===== config.mk =====
export PLATFORM = sky130hd
export DESIGN_NAME = id_ex_stage
export DESIGN_NICKNAME = d
export VERILOG_FILES = /design/src/rtl/id_ex_stage_pkg.sv /design/src/rtl/id_ex_stage_hazard_detect.sv /design/src/rtl/id_ex_stage.sv
export SDC_FILE = /design/constraint.sdc
export NUM_CORES = 1
export LEC_CHECK = 0
export CAP_MARGIN = 25
export CORE_ASPECT_RATIO = 2
export CORE_MARGIN = 2
export CORE_UTILIZATION = 37
export CTS_BUF_LIST = sky130_fd_sc_hd__clkbuf_8
export CTS_CLUSTER_DIAMETER = 100
export DETAILED_ROUTE_END_ITERATION = 7
export GPL_ROUTABILITY_DRIVEN = 0
export PLACE_DENSITY_LB_ADDON = 0.3
export REMOVE_ABC_BUFFERS = 1
export SYNTH_ARGS = -nofsm -noshare
export SYNTH_HDL_FRONTEND = slang
export SYNTH_SLANG_ARGS = --single-unit

===== constraint.sdc =====
create_clock -name clk -period 1.9 [get_ports clk]
set_input_delay 0.38 -clock clk [delete_from_list [all_inputs] [get_ports clk]]
set_output_delay 0.38 -clock clk [all_outputs]
set_load 0.005 [all_outputs]

===== src/rtl/id_ex_stage_pkg.sv =====
// Shared types and widths for the ID/EX pipeline register and its hazard logic.
//   REGISTER_BITS / DATA_WIDTH / IMM_WIDTH / ALUOP_WIDTH / CNT_WIDTH : default widths
//   ctrl_t      : control bundle carried from ID into EX
//   BUBBLE_CTRL : control bundle of an inserted bubble (no side effects)
package id_ex_stage_pkg;

    localparam int unsigned REGISTER_BITS = 5;
    localparam int unsigned DATA_WIDTH    = 32;
    localparam int unsigned IMM_WIDTH     = 32;
    localparam int unsigned ALUOP_WIDTH   = 4;
    localparam int unsigned CNT_WIDTH     = 16;

    typedef struct packed {
        logic alu_src;
        logic reg_write;
        logic mem_read;
        logic mem_write;
        logic mem_to_reg;
    } ctrl_t;

    localparam ctrl_t BUBBLE_CTRL = '0;

endpackage


===== src/rtl/id_ex_stage_hazard_detect.sv =====
// Combinational load-use detector.
//   i_ex_*     : instruction currently in EX (the potential load)
//   i_id_*     : instruction currently in ID (the potential consumer)
//   i_ex_flush : EX is killing the ID instruction this cycle
//   i_mem_stall: whole pipe frozen by data memory
//   o_load_use_c : raw load-use dependency
//   o_hz_stall_c : hold PC and IF/ID this cycle
module hazard_detect #(
    parameter int unsigned REGISTER_BITS = id_ex_stage_pkg::REGISTER_BITS
) (
    input  logic                     i_ex_valid,
    input  logic                     i_ex_mem_read,
    input  logic [REGISTER_BITS-1:0] i_ex_rd,
    input  logic                     i_id_valid,
    input  logic [REGISTER_BITS-1:0] i_id_rs,
    input  logic [REGISTER_BITS-1:0] i_id_rt,
    input  logic                     i_id_use_rs,
    input  logic                     i_id_use_rt,
    input  logic                     i_ex_flush,
    input  logic                     i_mem_stall,
    output logic                     o_load_use_c,
    output logic                     o_hz_stall_c
);

    logic w_ex_is_load;
    logic w_rs_hit;
    logic w_rt_hit;

    // A load targeting r0 never produces a value anyone waits for.
    assign w_ex_is_load = i_ex_valid & i_ex_mem_read & (i_ex_rd != '0);
    assign w_rs_hit     = i_id_use_rs & (i_id_rs == i_ex_rd);
    assign w_rt_hit     = i_id_use_rt & (i_id_rt == i_ex_rd);

    assign o_load_use_c = w_ex_is_load & i_id_valid & (w_rs_hit | w_rt_hit);

    // Flush kills the consumer; mem_stall already freezes upstream on its own.
    assign o_hz_stall_c = o_load_use_c & ~i_ex_flush & ~i_mem_stall;

endmodule


===== src/rtl/id_ex_stage.sv =====
// ID/EX pipeline register with built-in load-use bubble insertion.
//   clk, rst_n          : clock (rising edge), async active-low reset
//   id_*                : decoded instruction from ID
//   ex_flush            : taken branch in EX, replace ID instruction with a bubble
//   mem_stall           : global freeze, every register holds
//   ex_*                : registered ID/EX fields presented to EX / forwarding unit
//   hz_stall            : combinational, hold PC and IF/ID this cycle
//   stall_cnt           : saturating count of load-use bubbles inserted
module id_ex_stage #(
    parameter int unsigned REGISTER_BITS = id_ex_stage_pkg::REGISTER_BITS,
    parameter int unsigned DATA_WIDTH    = id_ex_stage_pkg::DATA_WIDTH,
    parameter int unsigned IMM_WIDTH     = id_ex_stage_pkg::IMM_WIDTH,
    parameter int unsigned ALUOP_WIDTH   = id_ex_stage_pkg::ALUOP_WIDTH,
    parameter int unsigned CNT_WIDTH     = id_ex_stage_pkg::CNT_WIDTH
) (
    input  logic                     clk,
    input  logic                     rst_n,
    input  logic                     id_valid,
    input  logic [REGISTER_BITS-1:0] id_rs,
    input  logic [REGISTER_BITS-1:0] id_rt,
    input  logic [REGISTER_BITS-1:0] id_rd,
    input  logic                     id_use_rs,
    input  logic                     id_use_rt,
    input  logic [DATA_WIDTH-1:0]    id_rs_data,
    input  logic [DATA_WIDTH-1:0]    id_rt_data,
    input  logic [IMM_WIDTH-1:0]     id_imm,
    input  logic [ALUOP_WIDTH-1:0]   id_alu_op,
    input  logic                     id_alu_src,
    input  logic                     id_reg_write,
    input  logic                     id_mem_read,
    input  logic                     id_mem_write,
    input  logic                     id_mem_to_reg,
    input  logic                     ex_flush,
    input  logic                     mem_stall,
    output logic                     ex_valid,
    output logic [REGISTER_BITS-1:0] ex_rs,
    output logic [REGISTER_BITS-1:0] ex_rt,
    output logic [REGISTER_BITS-1:0] ex_rd,
    output logic [DATA_WIDTH-1:0]    ex_rs_data,
    output logic [DATA_WIDTH-1:0]    ex_rt_data,
    output logic [IMM_WIDTH-1:0]     ex_imm,
    output logic [ALUOP_WIDTH-1:0]   ex_alu_op,
    output logic                     ex_alu_src,
    output logic                     ex_reg_write,
    output logic                     ex_mem_read,
    output logic                     ex_mem_write,
    output logic                     ex_mem_to_reg,
    output logic                     hz_stall,
    output logic [CNT_WIDTH-1:0]     stall_cnt
);

    import id_ex_stage_pkg::*;

    localparam logic [CNT_WIDTH-1:0] CNT_MAX = '1;

    logic                     r_valid;
    logic [REGISTER_BITS-1:0] r_rs;
    logic [REGISTER_BITS-1:0] r_rt;
    logic [REGISTER_BITS-1:0] r_rd;
    logic [DATA_WIDTH-1:0]    r_rs_data;
    logic [DATA_WIDTH-1:0]    r_rt_data;
    logic [IMM_WIDTH-1:0]     r_imm;
    logic [ALUOP_WIDTH-1:0]   r_alu_op;
    ctrl_t                    r_ctrl;
    logic [CNT_WIDTH-1:0]     r_stall_cnt;

    ctrl_t                    w_id_ctrl;
    logic                     w_load_use;
    logic                     w_hz_stall;

    hazard_detect #(
        .REGISTER_BITS (REGISTER_BITS)
    ) u_hazard_detect (
        .i_ex_valid    (r_valid),
        .i_ex_mem_read (r_ctrl.mem_read),
        .i_ex_rd       (r_rd),
        .i_id_valid    (id_valid),
        .i_id_rs       (id_rs),
        .i_id_rt       (id_rt),
        .i_id_use_rs   (id_use_rs),
        .i_id_use_rt   (id_use_rt),
        .i_ex_flush    (ex_flush),
        .i_mem_stall   (mem_stall),
        .o_load_use_c  (w_load_use),
        .o_hz_stall_c  (w_hz_stall)
    );

    // Incoming control, squashed for an invalid slot; writes to r0 are dropped.
    always_comb begin
        w_id_ctrl            = BUBBLE_CTRL;
        w_id_ctrl.alu_src    = id_valid & id_alu_src;
        w_id_ctrl.reg_write  = id_valid & id_reg_write & (id_rd != '0);
        w_id_ctrl.mem_read   = id_valid & id_mem_read;
        w_id_ctrl.mem_write  = id_valid & id_mem_write;
        w_id_ctrl.mem_to_reg = id_valid & id_mem_to_reg;
    end

    // Pipeline register: hold > flush bubble > load-use bubble > capture.
    always_ff @(posedge clk or negedge rst_n) begin
        if (!rst_n) begin
            r_valid     <= 1'b0;
            r_rs        <= '0;
            r_rt        <= '0;
            r_rd        <= '0;
            r_rs_data   <= '0;
            r_rt_data   <= '0;
            r_imm       <= '0;
            r_alu_op    <= '0;
            r_ctrl      <= BUBBLE_CTRL;
            r_stall_cnt <= '0;
        end else if (mem_stall) begin
            r_valid     <= r_valid;
        end else if (ex_flush || w_load_use) begin
            r_valid     <= 1'b0;
            r_rs        <= '0;
            r_rt        <= '0;
            r_rd        <= '0;
            r_rs_data   <= '0;
            r_rt_data   <= '0;
            r_imm       <= '0;
            r_alu_op    <= '0;
            r_ctrl      <= BUBBLE_CTRL;
            // Only a genuine load-use bubble is counted, never a flush.
            if (!ex_flush && (r_stall_cnt != CNT_MAX)) begin
                r_stall_cnt <= r_stall_cnt + CNT_WIDTH'(1);
            end
        end else begin
            r_valid     <= id_valid;
            r_rs        <= id_rs;
            r_rt        <= id_rt;
            r_rd        <= id_rd;
            r_rs_data   <= id_rs_data;
            r_rt_data   <= id_rt_data;
            r_imm       <= id_imm;
            r_alu_op    <= id_alu_op;
            r_ctrl      <= w_id_ctrl;
        end
    end

    assign ex_valid      = r_valid;
    assign ex_rs         = r_rs;
    assign ex_rt         = r_rt;
    assign ex_rd         = r_rd;
    assign ex_rs_data    = r_rs_data;
    assign ex_rt_data    = r_rt_data;
    assign ex_imm        = r_imm;
    assign ex_alu_op     = r_alu_op;
    assign ex_alu_src    = r_ctrl.alu_src;
    assign ex_reg_write  = r_ctrl.reg_write;
    assign ex_mem_read   = r_ctrl.mem_read;
    assign ex_mem_write  = r_ctrl.mem_write;
    assign ex_mem_to_reg = r_ctrl.mem_to_reg;
    assign hz_stall      = w_hz_stall;
    assign stall_cnt     = r_stall_cnt;

endmodule


### Word level (Yosys, flattened, before mapping)

Index checks and enable logic that the tools add are counted.

| storage, ports and cells | value |
|---|---|
| register bits after elaboration | 137 |
| input bits | 127 |
| output and inout bits | 138 |

| cells by class | value |
|---|---|
| add/subtract/negate cells | 1 |
| equality and inequality tests | 3 |
| mux-type cells | 9 |
| bitwise logic cells | 17 |
| reductions and logical operators | 6 |

Operators with widths:

| kind | count |
|---|---|
| $mux 32 | 3 |
| $mux 5 | 4 |
| $add 16x1->16 const B | 1 |
| $ne 16x16->1 const B | 1 |
| $and 1x1->1 | 14 |
| $eq 5x5->1 | 2 |
| $reduce_bool 5->1 | 2 |
| $mux 4 | 1 |
| $reduce_and 3->1 | 1 |
| $not 1->1 | 2 |
| $logic_and 1x1->1 | 1 |
| $logic_not 1->1 | 1 |
| $logic_or 1x1->1 | 1 |
| $mux 1 | 1 |
| $or 1x1->1 | 1 |

### Depth between registers and ports, before layout

Gate-level depths: netlist (run 1).

| logic depth | value |
|---|---|
| depth in word-level cells | 6 |
| depth in mapped cells | 7 |

### By module

From an unflattened synthesis (run 1), not the netlist that was laid out.

| unflattened totals | value |
|---|---|
| cells, all modules | 367 |
| area, all modules | 5292.6 µm² |

By module, submodules not included:

| module | times used | cells an instance | area an instance (µm²) |
|---|---|---|---|
| id_ex_stage | 1 | 349 | 5132.4 |
| hazard_detect | 1 | 18 | 160.2 |

### Worst setup path before layout (run 1)

Ideal clock, no wire load.

| path | value |
|---|---|
| path kind | reg2reg |
| start | register r_stall_cnt[0], in the netlist stall_cnt[0] |
| end | register r_stall_cnt[1], in the netlist stall_cnt[1] |
| library setup time | 0.125 ns |
| arrival | 1.888 ns |
| required time | 1.775 ns |
| slack | -0.112 ns |
| stages on the path, launching flop included | 7 |
| cell sequence | dfrtp_1 -> ha_1 -> nand4_1 -> nor4_1 -> a21oi_1 -> nand2_1 -> mux2_2 |

| on the way | value |
|---|---|
| cells in the longest elaborated chain, start to end | 3 |

RTL lines:

| what | line | RTL |
|---|---|---|
| from (decl) | id_ex_stage.sv:65 | `logic [CNT_WIDTH-1:0] r_stall_cnt;` |
| from (signal assigned) | id_ex_stage.sv:125 | `r_stall_cnt <= r_stall_cnt + CNT_WIDTH'(1);` |
| branches (longest 3 deep; another with $add 16x1->16) | n/a |  |

Parallel ways; which one is timed is not known.
A chain may end at the register's enable or synchronous reset.

### Final worst setup path (run 1)

| path | value |
|---|---|
| start | register r_rd[0], in the netlist ex_rd[0] |
| end | register r_ctrl (netlist bit ex_alu_src) |

| on the way | value |
|---|---|
| cells in the longest elaborated chain, start to end | 6 |

RTL lines:

| what | line | RTL |
|---|---|---|
| from (decl) | id_ex_stage.sv:59 | `logic [REGISTER_BITS-1:0] r_rd;` |
| from (signal assigned) | id_ex_stage.sv:131 | `r_rd <= id_rd;` |
| $eq 5x5->1 (tied with other cells) | id_ex_stage_hazard_detect.sv:31 | `assign w_rs_hit = i_id_use_rs & (i_id_rs == i_ex_rd);` |
| $and 1x1->1 (on tied branches) | id_ex_stage_hazard_detect.sv:31, id_ex_stage_hazard_detect.sv:30, id_ex_stage_hazard_detect.sv:32 |  |
| $or 1x1->1 / $and 1x1->1 (equally long branches) | id_ex_stage_hazard_detect.sv:34 | `assign o_load_use_c = w_ex_is_load & i_id_valid & (w_rs_hit \| w_rt_hit);` |
| $and 1x1->1 (*) | id_ex_stage_hazard_detect.sv:34 |  |
| $logic_or 1x1->1 (*) | id_ex_stage.sv:113 | `end else if (ex_flush \|\| w_load_use) begin` |
| $mux 5 (*) | id_ex_stage.sv:113 |  |
| to (signal assigned) | id_ex_stage.sv:136 | `r_ctrl <= w_id_ctrl;` |
| to (decl) | id_ex_stage.sv:64 | `ctrl_t r_ctrl;` |

Mark *: on every way between the ends. The rest lies on a longest branch, timed or not.

==> reports/metrics.cfg, run 1 <==
[worst_setup_path]
worstSetupStartpointType = register
slowest_cell_delay_on_critical_path_ns = 0.39
worst_path_max_delay_cell = sky130_fd_sc_hd__dfrtp_1
critical_setup_path_class = register to register
path_delay_family = buffers and inverters
timing.critical_path.arrival_ns = 2.55
setup.reg_to_reg.worst_slack_ns = -0.33
critical_path_peak_fanout = 6
worst-r2r-cell-count = 10
path_buf_inv = 5
path_cells = buf_4 -> xnor2_2 -> buf_4 -> nand4_1 -> o22ai_4 -> a21oi_4 -> buf_8 -> buf_4 -> buf_12 -> a32o_1
worst_path_most_repeated_cell = sky130_fd_sc_hd__buf_4
r2r-start = ex_rd[0]
cp-end-kind = register
critical_path_rt_ns = 2.22
worst_r2r_endpoint = ex_alu_src

[global_routing]
number_of_global_route_vias_before_repair = 5047
grt_start_max_net_pins = 68
grt_antenna_before_repair = 1
wire_length_of_the_first_global_routing_pass_mm = 27.9
globalRoute.totalOverflow = 0
groute.usage.overall = 0.241

[job]
timing.max_cap.violations = 0

[placed_design]
place_ws_ns = -0.543
post-place-cells = 836
io_buffers = 264
hpwl_mm = 12.8

[route]
vias = 4650
final_antenna_net_count = 0
detail_route.vias_per_cell = 5.26
drcViolationCount = 0
finalWirelength_mm = 18.6
routed_wire_length_per_instance_um = 21.0
first_pass_iters = 4
detailedRoute.firstIterationViolations = 193

[cells_and_area]
layout-area-overhead-vs-synth_pct = 74.1
layoutNonFillerInstCount = 884
final_net_count = 809
share_of_final_layout_standard_cells_stronger_than_drive_strength_1 = 0.164
layout.core_utilization = 0.661

[power_and_ir_drop]
power.sequential.fraction = 0.456
p_sw_frac = 0.264
power.net_switching_uw = 1870
pwr-share-comb = 0.190
total_leakage_power_uw = 0.00409
share_clk_of_total_power = 0.354
power.ir.vdd_worst_uv = 437
powerDensity_nw_per_um2 = 767
internal-power_uw = 5210

[sta]
worst_pin_slew_ns = 0.705
final-setup-viol-count = 138
hold_violations = 0
min_period_ns = 2.23
maxSlewHeadroom = 0.530
ratio_of_final_minimum_period_to_clock_period = 1.17
totalNegativeSetupSlack_ns = -33.23
fin_skew_ns = 0.0138
grt_setup_unrepaired = yes
post-route-worst-setup-slack_ns = -0.331
slew_viol_final = 0
max_freq_ghz = 0.448

[clocking]
cts.htree.levels = 4
max-clock-path-buffers = 2
tritoncts = built
later_pin_clock_latency_in_the_skew_report_ns = 0.43
cts.clk_slew.worst_paths_ns = 0.08
cts_made_buffers = 17
clk_root_buf = sky130_fd_sc_hd__clkbuf_8
tritoncts_num_sinks = 137

[yosys]
edff_count_synth = 0
synth.yosys.warnings = 0
synthesis.area_per_instance_um2 = 14.0
post_synth_inst_count = 379
syn-cell-area_um2 = 5310
ys_types = 34
synth_sequential_area_ratio = 0.646
synth_top_area_frac = 0.646
netlist_top_cells_area = sky130_fd_sc_hd__dfrtp_1 (65%), sky130_fd_sc_hd__a22o_1 (19%), sky130_fd_sc_hd__xnor2_1 (3.1%)
most_frequent_cell_after_synthesis = sky130_fd_sc_hd__dfrtp_1
synth_flop_cell = sky130_fd_sc_hd__dfrtp_1
post_synth_most_frequent_cells = sky130_fd_sc_hd__dfrtp_1 (137), sky130_fd_sc_hd__a22o_1 (116), sky130_fd_sc_hd__xnor2_1 (19)
synth_top_area_cell = sky130_fd_sc_hd__dfrtp_1
synth-seq-cells = 137
synthArstFlopShare = 1.00

[floorplanning]
start_util = 0.380
core_area_um2 = 14000
fp.dieArea_um2 = 15400
number_of_ports_placed_on_the_die_boundary = 265
core.rowCount = 61
die-width_um = 88.7
die_height_um = 173

[status]
outcome = complete, but fails checks
violations_in_the_final_reports = setup timing

[min_path]
hold_class = primary input to asynchronous set/reset pin

==> metal layers <==
| metal | global-route usage | wire, µm |
|---|---|---|
| met3 | 0.0576 | 927 |
| met5 | 0 | 0 |
| met4 | 0.128 | 843 |
| met1 | 0.260 | 6570 |
| met2 | 0.419 | 10300 |
==> layout make-up <==
type,count,area (µm²)
antenna,1,2.50
clock buffer,18,248
clock inverter,14,163
fill,1065,4730
inverter,2,7.51
multi-input combinational,211,1950
sequential,137,3430
tap,189,236
timing repair buffer,312,3200
==> layout by cell type (no fill, tap or decap), types with 6 or more instances in the layout <==
master,netlist,routed
sky130_fd_sc_hd__dfrtp_1,137,137
sky130_fd_sc_hd__nand4_1,9,9
sky130_fd_sc_hd__nand2_1,12,10
sky130_fd_sc_hd__buf_4,0,30
sky130_fd_sc_hd__buf_6,10,8
sky130_fd_sc_hd__nand3_2,0,7
sky130_fd_sc_hd__clkdlybuf4s50_1,0,256
sky130_fd_sc_hd__clkbuf_8,0,18
sky130_fd_sc_hd__a22o_1,116,116
sky130_fd_sc_hd__xnor2_4,0,6
sky130_fd_sc_hd__xnor2_1,19,8
==> power by group through the flow <==
stage          logic, µW  registers [µW]  clock network, µW
2_1_floorplan        263            3290                  0
3_3_place_gp        1200            3270                  0
3_5_place_dp        1220            3280                  0
4_1_cts             1320            3230               2590
5_1_grt             1430            3250               2710
6_report            1350            3230               2510
==> worst max-delay path by stage <==
stage / from / endpoint / slack (ns) / depth (start not counted)
final: ex_rd[0] / ex_alu_src / -0.33 / 10
after global routing: ex_rd[2] / hz_stall / -0.40 / 7
after CTS: ex_rd[4] / hz_stall / -0.35 / 4
after detailed placement: id_rs[2] / hz_stall / -0.54 / 7
after global placement: id_rs[2] / hz_stall / -0.54 / 7
after floorplan: ex_rd[0] / ex_reg_write / -2.42 / 4
==> metrics by stage <==
stage | power, µW | hold slack, ns | instance area [µm²]
finish | 7080 | 0.449 | 9240
global route | 7390 | 0.488 | 9240
CTS | 7130 | 0.455 | 9090
detailed placement | 4500 | 0.365 | 8310
global placement | 4460 | 0.362 | 8310
floorplan | 3560 | 0.0844 | 5120
==> logic make-up after synthesis <==
| group | count (synthesis) | share of synthesized area |
|---|---|---|
| muxes | 5 | 0.0104 |
| xor gates and xnor gates | 21 | 0.0347 |
| DFF | 137 | 0.646 |
| adders and majority gates | 1 | 0.00236 |
| buffers and inverters | 31 | 0.0370 |
| and+or+nand+nor | 54 | 0.0545 |
| AOI/OAI and AO/OA | 130 | 0.215 |
==> timing repair <==
item                       in CTS  in global routing
hold buffers                    1                  0
pin swaps                      17                 11
gates resized for setup        38                 24
setup buffers                   7                  4
hold endpoints to repair       45                  0
gates cloned                    4                  1
setup endpoints to repair     139                141
==> worst reg2reg max path, stage by stage, from the launching register on <==
cell and delay (ns):
sky130_fd_sc_hd__dfrtp_1 0.39, sky130_fd_sc_hd__buf_4 0.18, sky130_fd_sc_hd__xnor2_2 0.19, sky130_fd_sc_hd__buf_4 0.13
sky130_fd_sc_hd__nand4_1 0.25, sky130_fd_sc_hd__o22ai_4 0.23, sky130_fd_sc_hd__a21oi_4 0.09, sky130_fd_sc_hd__buf_8 0.15
sky130_fd_sc_hd__buf_4 0.14, sky130_fd_sc_hd__buf_12 0.12, sky130_fd_sc_hd__a32o_1 0.25
Power figures use the tool's default switching activity.
==> run 2, diff against run 1 <==
- CORE_UTILIZATION: 37 -> 41
- clock period: 1.9 -> 2.5 ns (I/O delays scaled with it)
==> reports/metrics.cfg, run 2 (synthesized netlist as in run 1, its figures left out) <==
[worst_setup_path]
timing.critical_path.from = ex_rd[0]  ; unchanged
worst-r2r-cell-count = 5  ; was 10
slowest_cell_delay_on_critical_path_ns = 0.57  ; was 0.39 ns
worst_path_max_delay_cell = sky130_fd_sc_hd__or4_4  ; was sky130_fd_sc_hd__dfrtp_1
worst_r2r_endpoint = ex_rs_data[28]  ; was ex_alu_src
worstSetupStartpointType = register  ; unchanged
path_cells = or4_4 -> o2111ai_4 -> a21oi_1 -> clkbuf_2  ; was buf_4 -> xnor2_2 -> buf_4 -> nand4_1 -> o22ai_4 -> a21oi_4 -> buf_8 -> buf_4 -> buf_12 -> a32o_1
cp-end-kind = primary output  ; was register
r2r-start = ex_rd[0]  ; unchanged
path_buf_inv = 1  ; was 5
critical_path_rt_ns = 2.00  ; was 2.22 ns
path_delay_family = simple AND/OR/NAND/NOR gates  ; was buffers and inverters
critical_path_depth = 4  ; was 10
critical_setup_path_class = register to primary output  ; was register to register
critical_path_peak_fanout = 2  ; was 6
timing.critical_path.arrival_ns = 1.82  ; was 2.55 ns
setup.reg_to_reg.worst_slack_ns = 0.36  ; was -0.33 ns

[sta]
final-setup-viol-count = 0  ; was 138
slew_viol_final = 0  ; unchanged
max_freq_ghz = 0.431
grt_setup_unrepaired = no  ; was yes
maxSlewHeadroom = 0.515  ; was 0.530
min_period_ns = 2.32
final.hold.worst_slack_ns = 0.499  ; was 0.449 ns
worst_pin_slew_ns = 0.727  ; was 0.705 ns
fin_skew_ns = 0.0153  ; was 0.0138 ns
ratio_of_final_minimum_period_to_clock_period = 0.929
hold_violations = 0  ; unchanged

[clocking]
tritoncts = built  ; unchanged
cts.clk_slew.worst_paths_ns = 0.08  ; about the same
cts.htree.levels = 4  ; unchanged
later_pin_clock_latency_in_the_skew_report_ns = 0.43  ; about the same
cts_made_buffers = 17  ; unchanged
max-clock-path-buffers = 2  ; unchanged
clk_root_buf = sky130_fd_sc_hd__clkbuf_8  ; unchanged
tritoncts_num_sinks = 137  ; unchanged

[cells_and_area]
multiInputGateArea_um2 = 1720  ; was 1950 µm²
layout-area-overhead-vs-synth_pct = 62.2  ; was 74.1%
most_common_cell_after_layout_fill_and_taps_aside = sky130_fd_sc_hd__clkdlybuf4s50_1  ; unchanged
commonest_cells_after_routing_fill_and_taps_aside = sky130_fd_sc_hd__clkdlybuf4s50_1 (261), sky130_fd_sc_hd__dfrtp_1 (137), sky130_fd_sc_hd__a22o_1 (116)  ; was sky130_fd_sc_hd__clkdlybuf4s50_1 (256), sky130_fd_sc_hd__dfrtp_1 (137), sky130_fd_sc_hd__a22o_1 (116)
seqCellArea_um2 = 3430  ; unchanged
antenna-diode-count = 0  ; was 1
share_of_final_layout_standard_cells_stronger_than_drive_strength_1 = 0.0972  ; was 0.164
filler_cell_count = 963  ; was 1,065
finish.instance_area_um2 = 8610  ; was 9240 µm²
final_net_count = 785  ; was 809

[global_routing]
wire_length_of_the_first_global_routing_pass_mm = 25.7  ; was 27.9 mm
number_of_global_route_vias_before_repair = 4707  ; was 5,047
grt_antenna_before_repair = 0  ; was 1
globalRoute.totalOverflow = 0  ; unchanged
grt_start_max_net_pins = 78  ; was 68
groute.usage.overall = 0.237  ; was 0.241

[floorplanning]
die-width_um = 84.4  ; was 88.7 µm
number_of_ports_placed_on_the_die_boundary = 265  ; unchanged
fp.dieArea_um2 = 13900  ; was 15,400 µm²
core_area_um2 = 12600  ; was 14,000 µm²
core.rowCount = 58  ; was 61
die_height_um = 165  ; was 173 µm
start_util = 0.420  ; was 0.380

[route]
final_antenna_net_count = 0  ; unchanged
routed_wire_length_per_instance_um = 20.1  ; was 21.0 µm
drcViolationCount = 0  ; unchanged
first_pass_iters = 5  ; was 4
finalWirelength_mm = 16.4  ; was 18.6 mm
detailedRoute.firstIterationViolations = 160  ; was 193
vias = 4422  ; was 4,650
detail_route.vias_per_cell = 5.40  ; was 5.26

[placed_design]
io_buffers = 264  ; unchanged
postPlaceCellArea_um2 = 8160  ; was 8310 µm²
hpwl_mm = 12.2  ; was 12.8 mm

[min_path]
min_path_cells = 1
whs_endpoint = ex_mem_to_reg
worstHoldStart = ex_mem_to_reg
hold_class = register to register  ; was primary input to asynchronous set/reset pin

[power_and_ir_drop]
p_sw_frac = 0.240  ; was 0.264
total_power_uw = 5200  ; was 7080 µW
power.net_switching_uw = 1250  ; was 1870 µW
share_clk_of_total_power = 0.355  ; was 0.354
power.ir.vdd_worst_uv = 589  ; was 437 µV
internal-power_uw = 3950  ; was 5210 µW
pwr-share-comb = 0.173  ; was 0.190
power.sequential.fraction = 0.472  ; was 0.456
total_leakage_power_uw = 0.00378  ; was 0.00409 µW
powerDensity_nw_per_um2 = 604  ; was 767 nW/µm²

[job]
timing.max_cap.violations = 0  ; unchanged

[status]
outcome = completed  ; was complete, but fails checks

==> run 2: changes by cell type in the layout (fill, tap and decap cells not counted), sizes merged, moves of 2 or more <==
cell           delta
buf              -23
inv               -3
clkdlybuf4s50     +5
dlymetal6s2s      -3
dlygate4sd2       -2
==> run 2: worst register-to-register path: stages (launching register included) <==
cell and delay (ns):
sky130_fd_sc_hd__dfrtp_1 0.38, sky130_fd_sc_hd__or4_4 0.57, sky130_fd_sc_hd__o2111a_1 0.35, sky130_fd_sc_hd__a21oi_4 0.22, sky130_fd_sc_hd__buf_12 0.30, sky130_fd_sc_hd__a22o_1 0.26
==> run 2: worst max-delay path by stage <==
| stage | to | slack, ns |
|---|---|---|
| final | hz_stall | 0.18 |
| after global placement | hz_stall | -0.17 |
| after CTS | hz_stall | 0.04 |
| after floorplan | ex_reg_write | -1.82 |
| after detailed placement | hz_stall | -0.17 |
| after global routing | hz_stall | 0.1 |
==> run 2: area by class of cell <==
cell class              count  share of cell area
multi-input cells         211               0.200
flip-flops and latches    137               0.398
repair buffers            288               0.332
inverters                   2            0.000872
clock inverters            13              0.0180
clock buffers              18              0.0288
well taps                 150              0.0218
==> run 2: repair_timing <==
item                                   CTS  global route
setup buffers                            1             0
endpoints found under the hold margin   41             0
setup endpoints to repair                1             1
hold buffers                             1             0
gates resized for setup                  5             3
pin swaps                                1             0
==> run 2: power groups by stage <==
stage          clock, µW  combinational (µW)  sequential [µW]
3_5_place_dp           0                 899             2490
6_report            1850                 902             2450
3_3_place_gp           0                 884             2480
4_1_cts             1900                 910             2450
2_1_floorplan          0                 200             2500
5_1_grt             1990                 965             2470
==> run 2: metal layers <==
layer	track usage	vias up	wire, µm
li1	-	2004	-
met1	0.266	2232	5860
met2	0.429	158	9330
met3	0.0545	28	727
met4	0.102	0	520
met5	0	-	0
==> run 2: through the flow <==
stage,setup WS [ns],utilization,TNS (ns),cells
2_1_floorplan,-1.82,-,-210.95,350
3_3_place_gp,-0.168,0.646,-0.168,786
3_5_place_dp,-0.165,0.646,-0.176,786
4_1_cts,0.0407,0.681,0,819
5_1_grt,0.0955,0.682,0,819
6_report,0.178,0.682,0,819
